`config.mk`:
```
export PLATFORM = sky130hd
export DESIGN_NAME = glitch_ctrl
export DESIGN_NICKNAME = d
export VERILOG_FILES = /design/src/rtl/glitch_ctrl_pkg.sv /design/src/rtl/glitch_trig_edge.sv /design/src/rtl/glitch_ctrl.sv
export SDC_FILE = /design/constraint.sdc
export NUM_CORES = 1
export LEC_CHECK = 0
export CAP_MARGIN = 5
export CORE_ASPECT_RATIO = 0.9
export CORE_MARGIN = 5
export CORE_UTILIZATION = 55
export DETAILED_ROUTE_END_ITERATION = 10
export PLACE_DENSITY = 0.76
export SYNTH_ARGS = -nofsm -noshare
export SYNTH_HDL_FRONTEND = slang
export SYNTH_SLANG_ARGS = --single-unit
```
`constraint.sdc`:
```
create_clock -name clk -period 3.1 [get_ports clk]
set_input_delay 0.62 -clock clk [delete_from_list [all_inputs] [get_ports clk]]
set_output_delay 0.62 -clock clk [all_outputs]
set_load 0.1 [all_outputs]
```
`src/rtl/glitch_ctrl_pkg.sv`:
```
// Shared types and constants for the glitch sequencer.
// Optional trigger synchronizer: GLITCH_TRIG_SYNC_EN.
`timescale 1ns/1ps
package glitch_ctrl_pkg;

  localparam int DLY_W_DEF = 32;
  localparam int WID_W_DEF = 8;
  localparam int CNT_W_DEF = 8;

  typedef enum logic [2:0] {
    ST_IDLE,
    ST_ARMED,
    ST_DELAY,
    ST_GLITCH,
    ST_GAP,
    ST_DONE
  } state_t;

  function automatic logic [31:0] eff_len(
    input logic [31:0] x
  );
    return (x == 32'd0) ? 32'd1 : x;
  endfunction

endpackage

```
`src/rtl/glitch_trig_edge.sv`:
```
// Trigger rise detector; GLITCH_TRIG_SYNC_EN adds a
// 2-flop synchronizer in front of the edge flop.
`timescale 1ns/1ps
module glitch_trig_edge (
  input  logic clk,
  input  logic rst,
  input  logic trigger,
  output logic trig_rise
);

  logic trig_s;
  logic trig_q;

`ifdef GLITCH_TRIG_SYNC_EN
  logic [1:0] sync;

  always_ff @(posedge clk) begin
    if (rst) begin
      sync <= 2'b00;
    end else begin
      sync <= {sync[0], trigger};
    end
  end

  assign trig_s = sync[1];
`else
  assign trig_s = trigger;
`endif

  always_ff @(posedge clk) begin
    if (rst) begin
      trig_q <= 1'b0;
    end else begin
      trig_q <= trig_s;
    end
  end

  assign trig_rise = trig_s & ~trig_q;

endmodule

```
`src/rtl/glitch_ctrl.sv`:
```
// Clock-glitch sequencer: arm, wait for trigger, delay, pulse train.
// Optional trigger synchronizer: GLITCH_TRIG_SYNC_EN.
`timescale 1ns/1ps
module glitch_ctrl
  import glitch_ctrl_pkg::*;
#(
  parameter int DLY_W = DLY_W_DEF,
  parameter int WID_W = WID_W_DEF,
  parameter int CNT_W = CNT_W_DEF
) (
  input  logic             clk,
  input  logic             rst,
  input  logic             arm_i,
  input  logic             abort_i,
  input  logic [DLY_W-1:0] cfg_delay_i,
  input  logic [WID_W-1:0] cfg_width_i,
  input  logic [WID_W-1:0] cfg_gap_i,
  input  logic [CNT_W-1:0] cfg_count_i,
  input  logic             trigger_i,
  output logic             glitch_en_o,
  output logic             clk_sel_o,
  output logic             armed_o,
  output logic             busy_o,
  output logic             done_o
);

  localparam logic [DLY_W-1:0] ONE_D = DLY_W'(1);
  localparam logic [WID_W-1:0] ONE_W = WID_W'(1);
  localparam logic [CNT_W-1:0] ONE_C = CNT_W'(1);

  state_t state;
  state_t next;

  logic [DLY_W-1:0] lat_delay;
  logic [WID_W-1:0] lat_width;
  logic [WID_W-1:0] lat_gap;
  logic [CNT_W-1:0] lat_count;

  logic [DLY_W-1:0] dcnt;
  logic [WID_W-1:0] wcnt;
  logic [WID_W-1:0] gcnt;
  logic [CNT_W-1:0] pcnt;

  logic trig_rise;
  logic run_next;

  glitch_trig_edge u_edge (
    .clk       (clk),
    .rst       (rst),
    .trigger   (trigger_i),
    .trig_rise (trig_rise)
  );

  always_ff @(posedge clk) begin
    if (rst) begin
      state <= ST_IDLE;
    end else begin
      state <= next;
    end
  end

  always_comb begin
    next = state;
    if (abort_i) begin
      next = ST_IDLE;
    end else begin
      unique case (state)
        ST_IDLE: begin
          if (arm_i) next = ST_ARMED;
        end
        ST_ARMED: begin
          if (trig_rise) begin
            if (lat_count == '0)
              next = ST_DONE;
            else if (lat_delay == '0)
              next = ST_GLITCH;
            else
              next = ST_DELAY;
          end
        end
        ST_DELAY: begin
          if (dcnt == '0) next = ST_GLITCH;
        end
        ST_GLITCH: begin
          if (wcnt == lat_width - ONE_W)
            next = (pcnt > ONE_C) ? ST_GAP : ST_DONE;
        end
        ST_GAP: begin
          if (gcnt == lat_gap - ONE_W) next = ST_GLITCH;
        end
        ST_DONE: next = ST_IDLE;
        default: next = ST_IDLE;
      endcase
    end
  end

  // Config is captured only on a real arm from IDLE.
  always_ff @(posedge clk) begin
    if (rst) begin
      lat_delay <= '0;
      lat_width <= '0;
      lat_gap   <= '0;
      lat_count <= '0;
    end else if (state == ST_IDLE && next == ST_ARMED) begin
      lat_delay <= cfg_delay_i;
      lat_width <= WID_W'(eff_len(32'(cfg_width_i)));
      lat_gap   <= WID_W'(eff_len(32'(cfg_gap_i)));
      lat_count <= cfg_count_i;
    end
  end

  always_ff @(posedge clk) begin
    if (rst) begin
      dcnt <= '0;
      wcnt <= '0;
      gcnt <= '0;
      pcnt <= '0;
    end else begin
      if (state == ST_ARMED)
        dcnt <= lat_delay - ONE_D;
      else if (state == ST_DELAY && dcnt != '0)
        dcnt <= dcnt - ONE_D;

      if (state == ST_GLITCH && next == ST_GLITCH)
        wcnt <= wcnt + ONE_W;
      else
        wcnt <= '0;

      if (state == ST_GAP && next == ST_GAP)
        gcnt <= gcnt + ONE_W;
      else
        gcnt <= '0;

      if (state == ST_ARMED)
        pcnt <= lat_count;
      else if (state == ST_GLITCH && next == ST_GAP)
        pcnt <= pcnt - ONE_C;
    end
  end

  assign run_next = (next == ST_DELAY) ||
                    (next == ST_GLITCH) ||
                    (next == ST_GAP);

  // Outputs follow next state so they are glitch-free flops.
  always_ff @(posedge clk) begin
    if (rst) begin
      glitch_en_o <= 1'b0;
      clk_sel_o   <= 1'b0;
      armed_o     <= 1'b0;
      busy_o      <= 1'b0;
      done_o      <= 1'b0;
    end else begin
      glitch_en_o <= (next == ST_GLITCH);
      clk_sel_o   <= run_next;
      armed_o     <= (next == ST_ARMED);
      busy_o      <= run_next;
      done_o      <= (next == ST_DONE);
    end
  end

endmodule

```
Word-level counts from Yosys, hierarchy flattened
Cells that the tools add are included.
{"block": "word_totals", "regBits": 120, "latchBits": 0, "ramBits": 0, "romBits": 0, "input_bits": 61, "output_inout_bits": 5, "mem_count": 0}
{"block": "op_classes", "add_sub_neg": 7, "multipliers": 0, "div_mod_pow": 0, "magnitude_cmp": 1, "eq_ne": 11, "shifts": 0, "n_mux": 16, "bitwise": 4, "reduce_logical": 18}
{"cell": "32-bit zero test", "count": 2}
{"cell": "32-bit 2-to-1 mux", "count": 2}
{"cell": "32-bit by 1-bit subtractor with 32-bit output, second input constant", "count": 2}
{"cell": "8-bit 2-to-1 mux", "count": 4}
{"cell": "32-bit nonzero test", "count": 1}
{"cell": "8-bit zero test", "count": 3}
{"cell": "8-bit by 1-bit subtractor with 8-bit output, second input constant", "count": 3}
{"cell": "3-bit 2-to-1 mux", "count": 7}
{"cell": "8-bit by 1-bit adder with 8-bit output, second input constant", "count": 2}
{"cell": "8-bit == test", "count": 2}
{"cell": "3-bit case mux with 5 select lines", "count": 1}
{"cell": "3-bit by 2-bit == test with 1-bit output, second input constant", "count": 4}
{"cell": "3-bit == test, second input constant", "count": 3}
{"cell": "8-bit by 1-bit > comparator with 1-bit output, second input constant", "count": 1}
{"cell": "3-bit by 1-bit == test with 1-bit output, second input constant", "count": 2}
{"cell": "1-bit logical AND", "count": 5}
{"cell": "2-bit nonzero test", "count": 2}
{"cell": "2-bit OR reduction", "count": 2}
{"cell": "3-bit zero test", "count": 1}
{"cell": "1-bit NOT", "count": 3}
{"cell": "1-bit logical OR", "count": 2}
{"cell": "1-bit 2-to-1 mux", "count": 2}
{"cell": "1-bit bitwise AND", "count": 1}

Longest topological paths before layout
Gate-level depths: netlist (run 1).
{"block": "logic_depth", "depth_word": 10, "ltp_mapped": 13, "mapped_depth_nobuf": 10}

By module
Synthesis (run 1) repeated with hierarchy kept, for this count alone.
{"block": "hier_totals", "hier_cells": 892, "hier_area_um2": 7043.0}
{"module": "glitch_ctrl", "instances": 1, "cells_each": 889, "area_each_um2": 6995.5, "seq_area_each_um2": 2382.3}
{"module": "glitch_trig_edge", "instances": 1, "cells_each": 3, "area_each_um2": 47.5, "seq_area_each_um2": 20.0}

Worst setup path after synthesis (run 1)
Ideal clock, no wire load.
{"block": "synth_path", "path_type": "register to register", "start": "register state[0]", "end": "register dcnt[16]", "setup_ns": 0.132, "arrival_time_ns": 2.626, "required_ns": 2.968, "path_slack_ns": 0.342, "stages_incl_launch_ff": 12, "cell_sequence": "dfxtp_1 > buf_2 > nor3b_1 > buf_2 > buf_2 > mux2i_2 > nand4_1 > nor4_2 > o21ai_1 > o311a_1 > a21oi_1 > a31oi_1"}
{"block": "synth_via", "elab_chain_cells": 3, "word_cells_on_any_way": 5, "cone_classes": "2 x eq/ne; 1 x mux; 2 x reduce/logical"}
{"item": "start, declared", "line_no": "glitch_ctrl.sv:31", "rtl": "state_t state;"}
{"item": "start signal, assigned", "line_no": "glitch_ctrl.sv:58", "rtl": "state <= next;"}
{"item": "3-bit by 2-bit == test with 1-bit output", "line_no": "glitch_ctrl.sv:121", "rtl": "else if (state == ST_DELAY && dcnt != '0)"}
{"item": "1-bit logical AND", "line_no": "glitch_ctrl.sv:121"}
{"item": "2-bit nonzero test (no line)"}
{"item": "end signal, assigned", "line_no": "glitch_ctrl.sv:120", "rtl": "dcnt <= lat_delay - ONE_D;"}
{"item": "end signal, assigned", "line_no": "glitch_ctrl.sv:122", "rtl": "dcnt <= dcnt - ONE_D;"}
{"item": "end, declared", "line_no": "glitch_ctrl.sv:39", "rtl": "logic [DLY_W-1:0] dcnt;"}
Parallel ways exist; a longest one is shown, timed or not.
A chain may end at the register's enable or synchronous reset.

Final worst setup path (run 1)
{"block": "layout_path", "start": "register dcnt[20]", "end": "register dcnt[30]"}
{"block": "layout_via", "elab_chain_cells": 3, "word_cells_on_any_way": 6, "cone_classes": "1 x add/sub; 2 x mux; 3 x reduce/logical"}
{"item": "32-bit by 1-bit subtractor with 32-bit output or 32-bit nonzero test (tied branches)", "line_no": "glitch_ctrl.sv:122, glitch_ctrl.sv:121"}
{"item": "32-bit 2-to-1 mux or 1-bit logical AND (tied branches)", "line_no": "glitch_ctrl.sv:121"}
{"item": "32-bit 2-to-1 mux or 2-bit nonzero test (tied branches)"}
Parallel ways exist; a longest one is shown, timed or not. The select of a mux whose other input is x is not followed.

==> results of run 1 <==
## metrics by stage
| step | setup slack (ns) | total power, mW | instance area, sq um | setup TNS [ns] |
|---|---|---|---|---|
| 2_1_floorplan | 0.342 | 2.88 | 6650 | 0 |
| 3_3_place_gp | 0.197 | 3.25 | 7570 | 0 |
| 3_5_place_dp | 0.0767 | 3.32 | 7570 | 0 |
| 4_1_cts | 0.0422 | 5.49 | 8210 | 0 |
| 5_1_grt | -0.0297 | 5.78 | 8290 | -0.0297 |
| 6_report | 0.112 | 5.51 | 8290 | 0 |
## layer usage
metal  up-vias  GRT usage  wire length, um
li1       3049          -                -
met1      3000      0.321             7910
met2       199      0.395             8180
met3        32     0.0700             1030
met4         0     0.0793              307
met5         -          0                0
## worst max-delay path: stages, from the launching register on
cell	delay, ns
dfxtp_1	0.36
or4_1	0.59
or4_4	0.47
mux2_4	0.30
nand4bb_2	0.31
nor4b_2	0.33
xor2_1	0.12
a211oi_1	0.28
nor2_1	0.07
## worst paths after layout
path | slack, ns | endpoint
setup / recovery | 0.11 | dcnt[30]$_SDFFE_PP0P_
hold / removal | 0.47 | dcnt[11]$_SDFFE_PP0P_
setup reg to reg | 0.11 | dcnt[30]$_SDFFE_PP0P_
hold reg to reg | 0.47 | dcnt[11]$_SDFFE_PP0P_
## synthesized netlist by cell type (7+ instances only)
library cell,number
mux2i_1,67
a211oi_1,7
o211ai_1,10
nor2_1,118
nor3_1,45
ha_1,7
buf_2,9
nor4_1,28
inv_1,15
and3_1,9
xor2_1,15
dfxtp_1,120
a31oi_1,9
a21oi_1,35
nand2_1,52
nand4_1,10
xnor2_1,28
or3_1,8
a21o_1,7
o21ai_0,21
nand3_1,24
clkbuf_1,29
## sequential cells by signal, summed over array words and instances (netlist names)
register,cells
busy_o,1
glitch_en_o,1
wcnt,8
pcnt,8
done_o,1
gcnt,8
dcnt,32
lat_delay,32
lat_count,8
u_edge.trig_q,1
armed_o,1
state,3
lat_width,8
lat_gap,8
## repair_timing
action / CTS / global route
buffers inserted: 0 / 2
setup endpoints to repair: 0 / 28
resized for setup: 0 / 6
## power breakdown
group | internal (mW) | leakage, nW | switching, mW
Sequential | 1.67 | 0.977 | 0.149
Combinational | 0.705 | 2.04 | 0.818
Clock | 1.48 | 0.320 | 0.686
Total | 3.85 | 3.33 | 1.65
## kinds of logic after synthesis
group                    after synthesis  synth area share
AO/OA/AOI/OAI                        151             0.165
XOR/XNOR                              44            0.0600
adder cells (fa/ha/maj)                7            0.0132
buffers and inverters                 65            0.0446
flip-flops                           120             0.361
multiplexers                          69             0.105
AND/OR/NAND/NOR                      336             0.251
## area by class of cell
class / instances / area [sq um]
multi-input combinational: 607 / 4000
fill: 947 / 3650
sequential: 120 / 2400
timing repair buffer: 104 / 981
clock buffer: 22 / 474
tap: 160 / 200
clock inverter: 9 / 170
inverter: 15 / 56.3
==> run metrics, run 1 <==
initial antenna violation count 0; fin nets 933; clock latency on the worst-skew pair 0.43 ns; Syn Nets 860; fin cells 1037; reg2reg path depth 8; Die ar. 14400 sq um; Die X 126 um; Synth area leaders dfxtp_1, mux2i_1, nor2_1; hold buffer count at CTS 0; reg2reg start dcnt[20]$_SDFFE_PP0P_; Synth-to-Final Area Change 24.6%; YS warnings 0; placed wire-length estimate 12100 um; Hold WS 0.472 ns; clk_skew 0.0129 ns; first-pass GRT wire length 29300 um; Worst setup EP type flip-flop; P_leak 3.33 nW; post-route ant nets 0; initial DRC count 483; Top Ports 66; GP Congestion 0.871; layout cells sized above 1 0.119; critical path class reg2reg; most frequent cells in the layout dfxtp_1, nor2_1, mux2i_1; number of vias per cell 6.06; Clock Tree Buf Depth 2; number of synthesized register bits 120; outcome complete, no violations; Seq/Total Area, Yosys 0.361; Antenna Cells 0; Worst setup SP type flip-flop; row cnt 38; CTS Buf Count 17; Clock Sinks 120; Die Y 114 um; Worst Hold Class reg2reg; Root Driver clkbuf_16; synth unique cells 81; Cells after DPL 1003; EDFF count, synth 0; CORE AREA 11900 sq um; DRC Markers 0; hold depth 2; Worst Tran Pin Value 1.07 ns; Wirelength per Cell 16.8 um; commonest non-fill, non-tap cell in the layout dfxtp_1; endpoints failing setup 0; Post-Syn Instances 792; CP arrival 3.26 ns; vias in the first global route 6069; Critical path origin dcnt[20]$_SDFFE_PP0P_; Reg clk slew, reported paths 0.05 ns; syn avg cell area 8.40 sq um; TritonCTS clock tree yes; VDD IR max 0.389 mV; fin crit share 0.964; Port Buffers 65; largest net degree at the start of global routing 101; CP max FO 7; Initial DRT Pass Iterations 5; Tot GR Track Use 0.245; Pwr per Cell Area 664 nW/um^2; Max Slew Vio Count 0; Syn Std Cell Area 6650 sq um; htree depth 4; WL final 17400 um; starting density of the core 0.557; Max Cap Viol 0; maximum clock frequency 335 MHz; Final Core Density 0.694; Slew HR 0.283; largest area contributor in the netlist dfxtp_1; Synth Flop Type dfxtp_1; Critical Path RT 3.37 ns; top-area cell type share of the netlist area 0.361; Post-synth ARST share 0; remaining global-route overflow 0; Worst Hold Launch dcnt[11]$_SDFFE_PP0P_; Hold Vio Cnt, Final 0; Vias 6280; fin crit period 2.99 ns
Note: power is estimated with default switching activity, not from simulation.
==> run 2, diff against run 1 <==
CORE_MARGIN = 2   (was 5)
==> run 2 against run 1 <==
  * First-iteration DRC count fell by 0.83%
  * Wire length fell by 3.0%
  * Final cell count fell by 0.19%
  * Global-route usage rose by 2.1 points
  * Die area fell by 9.8%
  * Clock skew fell by 0.0050 ns
  * Worst setup slack improved by 0.074 ns
  * Non-clock buffer count fell by 3
  * Via count fell by 0.30%
  * Sequential cell count did not move
  * Worst hold slack got worse by 0.00058 ns
  * Largest power group unchanged
==> run metrics, run 2 (synthesized netlist as in run 1, its figures left out) <==
outcome complete, no violations; Pint 3.61 mW; Root Driver clkbuf_16; Critical-path top delay cell dfxtp_1; starting density of the core 0.557; initial DRC count 479; number of vias per cell 6.05; DRC Markers 0; Pwr per Cell Area 641 nW/um^2; Worst Tran Pin Value 1.12 ns; GP Congestion 0.858; Antenna Cells 0; Tot GR Track Use 0.266; post-route ant nets 0; remaining global-route overflow 0; Die X 120 um; cell family with most CP delay compound AO/OA/AOI/OAI gates; Max Cap Viol 0; TritonCTS clock tree yes; CORE AREA 11900 sq um; P_leak 3.27 nW; VDD IR max 0.442 mV; hold depth 2; Design Area, Final 8190 sq um; CP max FO 32; Stages on worst setup path 11; clk_skew 0.00785 ns; Hold Vio Cnt, Final 0; critical path class reg2reg; biggest regs dcnt: 32 flops, lat_delay: 32 flops; capturing point of the worst reg2reg path lat_delay[20]$_SDFFE_PP0P_; Worst setup SP type flip-flop; Initial DRT Pass Iterations 5; DP Area 7550 sq um; Clock Power Share 0.365; vias in the first global route 5904; row cnt 38; Vias 6261; Reg clk slew, reported paths 0.05 ns; Buf+Inv Stages, Crit Path 2; fin crit period 2.91 ns; largest net degree at the start of global routing 101; Clock Sinks 120; Critical path origin lat_width[0]$_SDFFE_PP0P_; total power 5.25 mW; first-pass GRT wire length 28000 um; commonest non-fill, non-tap cell in the layout dfxtp_1; Worst Hold Class reg2reg; highest cell delay on the worst timing path 0.41 ns; most frequent cells in the layout dfxtp_1, nor2_1, mux2i_1; Worst setup EP type flip-flop; WL final 16900 um; Gate power share 0.289; sequential fraction of design power 0.347; Port Buffers 65; endpoints failing setup 0; initial antenna violation count 0; htree depth 4; setup_tns 0 ns; Top Ports 66; Wirelength per Cell 16.3 um; reg2reg path depth 11; flop2flop setup slack 0.19 ns; clock latency on the worst-skew pair 0.42 ns; CP Cell Sequence inv_1 > ha_1 > xnor2_1 > a311o_1 > a2111oi_4 > or2_2 > o211ai_4 > o21ai_4 > buf_12 > mux2i_1 > nor2_1; CTS Buf Count 17; Critical Path RT 3.36 ns; Sw Pwr 1.65 mW; fin nets 930; crit path to lat_delay[20]$_SDFFE_PP0P_; RSZ-0062 raised after global routing false; Max Slew Vio Count 0; switching share of total power 0.313; CP arrival 3.17 ns; Slew HR 0.256; hold buffer count at CTS 0; placed wire-length estimate 11700 um; reg2reg start lat_width[0]$_SDFFE_PP0P_; Die Y 108 um; Clock Tree Buf Depth 2; maximum clock frequency 343 MHz; Synth-to-Final Area Change 23.1%; layout cells sized above 1 0.113; fin crit share 0.940; Die ar. 13000 sq um
## run 2: changes by cell type in the layout (fill, tap and decap cells not counted), sizes merged
cell | before | now
buf | 44 | 42
bufinv | 5 | 2
clkinvlp | 0 | 2
clkbuf | 23 | 24
## run 2: area by class of cell
cell class                      count  area, sq um
Clock buffer                       24          482
Sequential cell                   120         2400
Clock inverter                      8         95.1
Timing Repair Buffer              101          941
Tap cell                          160          200
Multi-Input combinational cell    607         4010
Fill cell                         962         3740
Inverter                           15         56.3
## run 2: worst min-delay path: cells and delay by family, from the launching register on
kind,cells,cell delay [ns]
AOI/OAI and AO/OA,1,0.05
DFF,1,0.31
and+or+nand+nor,1,0.06
## run 2: what timing repair did
item | 4_1_cts | 5_1_grt
hold endpoints to repair | 0 | 0
endpoints found under the setup margin | 0 | 28
resized for setup | 0 | 8
buffers inserted | 0 | 2
## run 2: stage by stage
stage / hold slack (ns) / setup slack, ns / cells / util
2_1_floorplan: 0.444 / 0.342 / 792 / -
3_3_place_gp: 0.453 / 0.184 / 1001 / 0.633
3_5_place_dp: 0.465 / 0.0802 / 1001 / 0.633
4_1_cts: 0.472 / 0.0791 / 1033 / 0.681
5_1_grt: 0.495 / 0.00216 / 1035 / 0.686
6_report: 0.471 / 0.186 / 1035 / 0.686
## run 2: how the worst min path moves through the flow
stage                            end  slack [ns]                  start
2_1_floorplan  dcnt[11]$_SDFFE_PP0P_        0.44  dcnt[11]$_SDFFE_PP0P_
4_1_cts        dcnt[11]$_SDFFE_PP0P_        0.47  dcnt[11]$_SDFFE_PP0P_
6_report       dcnt[11]$_SDFFE_PP0P_        0.47  dcnt[11]$_SDFFE_PP0P_
5_1_grt         dcnt[0]$_SDFFE_PP0P_        0.50   dcnt[0]$_SDFFE_PP0P_
3_3_place_gp    dcnt[2]$_SDFFE_PP0P_        0.45   dcnt[2]$_SDFFE_PP0P_
3_5_place_dp   dcnt[11]$_SDFFE_PP0P_        0.47  dcnt[11]$_SDFFE_PP0P_
## run 2: power groups by stage
stage          Combinational [mW]  Clock (mW)  Sequential (mW)
2_1_floorplan                1.07           0             1.81
3_3_place_gp                 1.41           0             1.84
3_5_place_dp                 1.46           0             1.84
4_1_cts                      1.48        1.94             1.81
5_1_grt                      1.67        2.01             1.84
6_report                     1.52        1.91             1.82
## run 2: layer usage
metal	GRT usage	up-vias	share of wire
met3	0.0670	26	0.065
met2	0.432	226	0.47
li1	-	3041	-
met4	0.0908	0	0.016
met1	0.348	2968	0.45
met5	0	-	0
==> run 3, diff against run 2 <==
clock period = 2.7 ns   (was 3.1 ns; I/O delays follow)
==> run 3 against run 2 <==
  * The flow now finishes with violations (negative setup slack)
  * Combinational power increased by 57%
  * Critical path depth fell by 1
  * Non-clock buffer count up 88
  * Final cell count grew 8.3%
  * First-iteration DRC count up 42%
  * Count of clock-buffer cells in the layout fell by 4
  * Sequential cell count stayed put
  * Sequential share of layout area down 3.4 points
  * Die area stayed put
  * Worst setup slack got worse by 0.25 ns
==> run metrics, run 3 (synthesized netlist as in run 1, its figures left out) <==
outcome complete, but fails checks; violated checks negative setup slack; flop2flop setup slack -0.06 ns; uppermost layer routed met4; Clock Sinks 120; htree depth 4; Design Area, Final 9320 sq um; Buf+Inv Stages, Crit Path 2; Stages on worst setup path 10; largest net degree at the start of global routing 101; M1 WL 8300 um; Worst setup EP type flip-flop; Die ar. 13000 sq um; row cnt 38; Clock Tree Buf Depth 2; Top Ports 66; VDD IR max 0.611 mV; Pwr per Cell Area 703 nW/um^2; DP Area 8060 sq um; total power 6.55 mW; GP Congestion 0.901; Slew HR 0.566; fin crit share 1.02; number of vias per cell 6.14; Critical Path RT 2.99 ns; capturing point of the worst reg2reg path lat_delay[1]$_SDFFE_PP0P_; critical path class reg2reg; reg2reg start lat_width[3]$_SDFFE_PP0P_; Hold Vio Cnt, Final 0; Root Driver clkbuf_16; Synth-to-Final Area Change 40.1%; biggest regs dcnt: 32 flops, lat_delay: 32 flops; Initial DRT Pass Iterations 6; initial DRC count 678; placed wire-length estimate 12500 um; remaining global-route overflow 0; Worst setup SP type flip-flop; Worst Hold Launch gcnt[0]$_SDFF_PP0_; starting density of the core 0.557; Wirelength per Cell 17.9 um; P_leak 3.81 nW; Max Cap Viol 0; endpoints failing setup 42; DRC Markers 0; WL final 20100 um; pre-CTS setup slack -0.146 ns; Port Buffers 65; commonest non-fill, non-tap cell in the layout nor2_1; fin nets 1018; WL met2 9810 um; Critical-path top delay cell or3_4; Die X 120 um; highest cell delay on the worst timing path 0.38 ns; fin crit period 2.76 ns; hold depth 1; reg2reg path depth 10; post-route ant nets 0; clock latency on the worst-skew pair 0.42 ns; CORE AREA 11900 sq um; Max Slew Vio Count 0; Reg clk slew, reported paths 0.05 ns; Worst Hold Class reg2reg; TritonCTS clock tree yes; vias in the first global route 6355; met3 routed WL 1310 um; maximum clock frequency 362 MHz; RSZ-0062 raised after global routing true; Worst Tran Pin Value 0.645 ns; Tot GR Track Use 0.290; Hold WS 0.490 ns; CP Cell Sequence or3_4 > or3_4 > a2111oi_4 > or2_4 > o211ai_4 > o21ai_4 > buf_6 > buf_16 > mux2i_1 > nor2_1; CTS Buf Count 17; Antenna Cells 0; CP arrival 3.05 ns; most frequent cells in the layout nor2_1, dfxtp_1, buf_4; Vias 6888; cell family with most CP delay simple AND/OR/NAND/NOR gates; Hold Path End gcnt[0]$_SDFF_PP0_; hold buffer count at CTS 0; Die Y 108 um; first-pass GRT wire length 30100 um; initial antenna violation count 0; layout cells sized above 1 0.253; CP max FO 12; setup ws final -0.0624 ns; clk_skew 0.00662 ns; Worst path most repeated cell or3_4
[run 3: cell count changes in the layout (fill, tap and decap cells not counted), sizes merged]
cell,delta
clkbuf,-2
buf,+86
bufinv,-1
clkinv,+3
[run 3: stage by stage]
step	setup TNS [ns]	std cells	utilization
final	-1.34	1121	0.781
after floorplan	0	792	-
after detailed placement	-6.80	1065	0.676
after global routing	-5.21	1121	0.781
after global placement	-3.79	1065	0.676
after CTS	-0.212	1105	0.742
[run 3: area by class of cell]
cell class | instances | area (sq um)
clock buffer | 20 | 457
clock inverter | 10 | 80.1
fill | 771 | 2610
inverter | 15 | 56.3
multi-input combinational | 607 | 4340
sequential | 120 | 2420
tap | 160 | 200
timing repair buffer | 189 | 1770
[run 3: where the power goes]
group	total (mW)	switching [mW]	internal, mW
Combinational	2.38	1.19	1.19
Clock	2.08	0.794	1.29
Sequential	2.09	0.176	1.92
[run 3: repair_timing]
action                     CTS  global route
pin swaps                   10            33
gates resized for setup     27            76
setup endpoints to repair   72            95
setup buffers                6            16
gates cloned                 4             2
[run 3: how the worst max path moves through the flow]
stage,start,endpoint,slack [ns]
floorplan,lat_width[0]$_SDFFE_PP0P_,lat_delay[0]$_SDFFE_PP0P_,0.02
global placement,trigger_i,lat_gap[1]$_SDFFE_PP0P_,-0.09
detailed placement,trigger_i,lat_gap[7]$_SDFFE_PP0P_,-0.15
CTS,lat_width[4]$_SDFFE_PP0P_,lat_gap[0]$_SDFFE_PP0P_,-0.04
global route,lat_width[3]$_SDFFE_PP0P_,lat_delay[3]$_SDFFE_PP0P_,-0.17
finish,lat_width[3]$_SDFFE_PP0P_,lat_delay[1]$_SDFFE_PP0P_,-0.06
[run 3: worst reg2reg max path, cell delays in order (launching register included)]
cell       delay, ns
dfxtp_1         0.34
or3_4           0.38
or3_4           0.35
a2111oi_4       0.36
or2_4           0.22
o211ai_4        0.11
o21ai_4         0.26
buf_6           0.18
buf_16          0.16
mux2i_1         0.21
nor2_1          0.06
[run 3: metal layers]
metal  vias to the layer above  global-route usage
li1                       3222                   -
met1                      3246               0.365
met2                       346               0.476
met3                        74              0.0654
met4                         0               0.134
met5                         -                   0
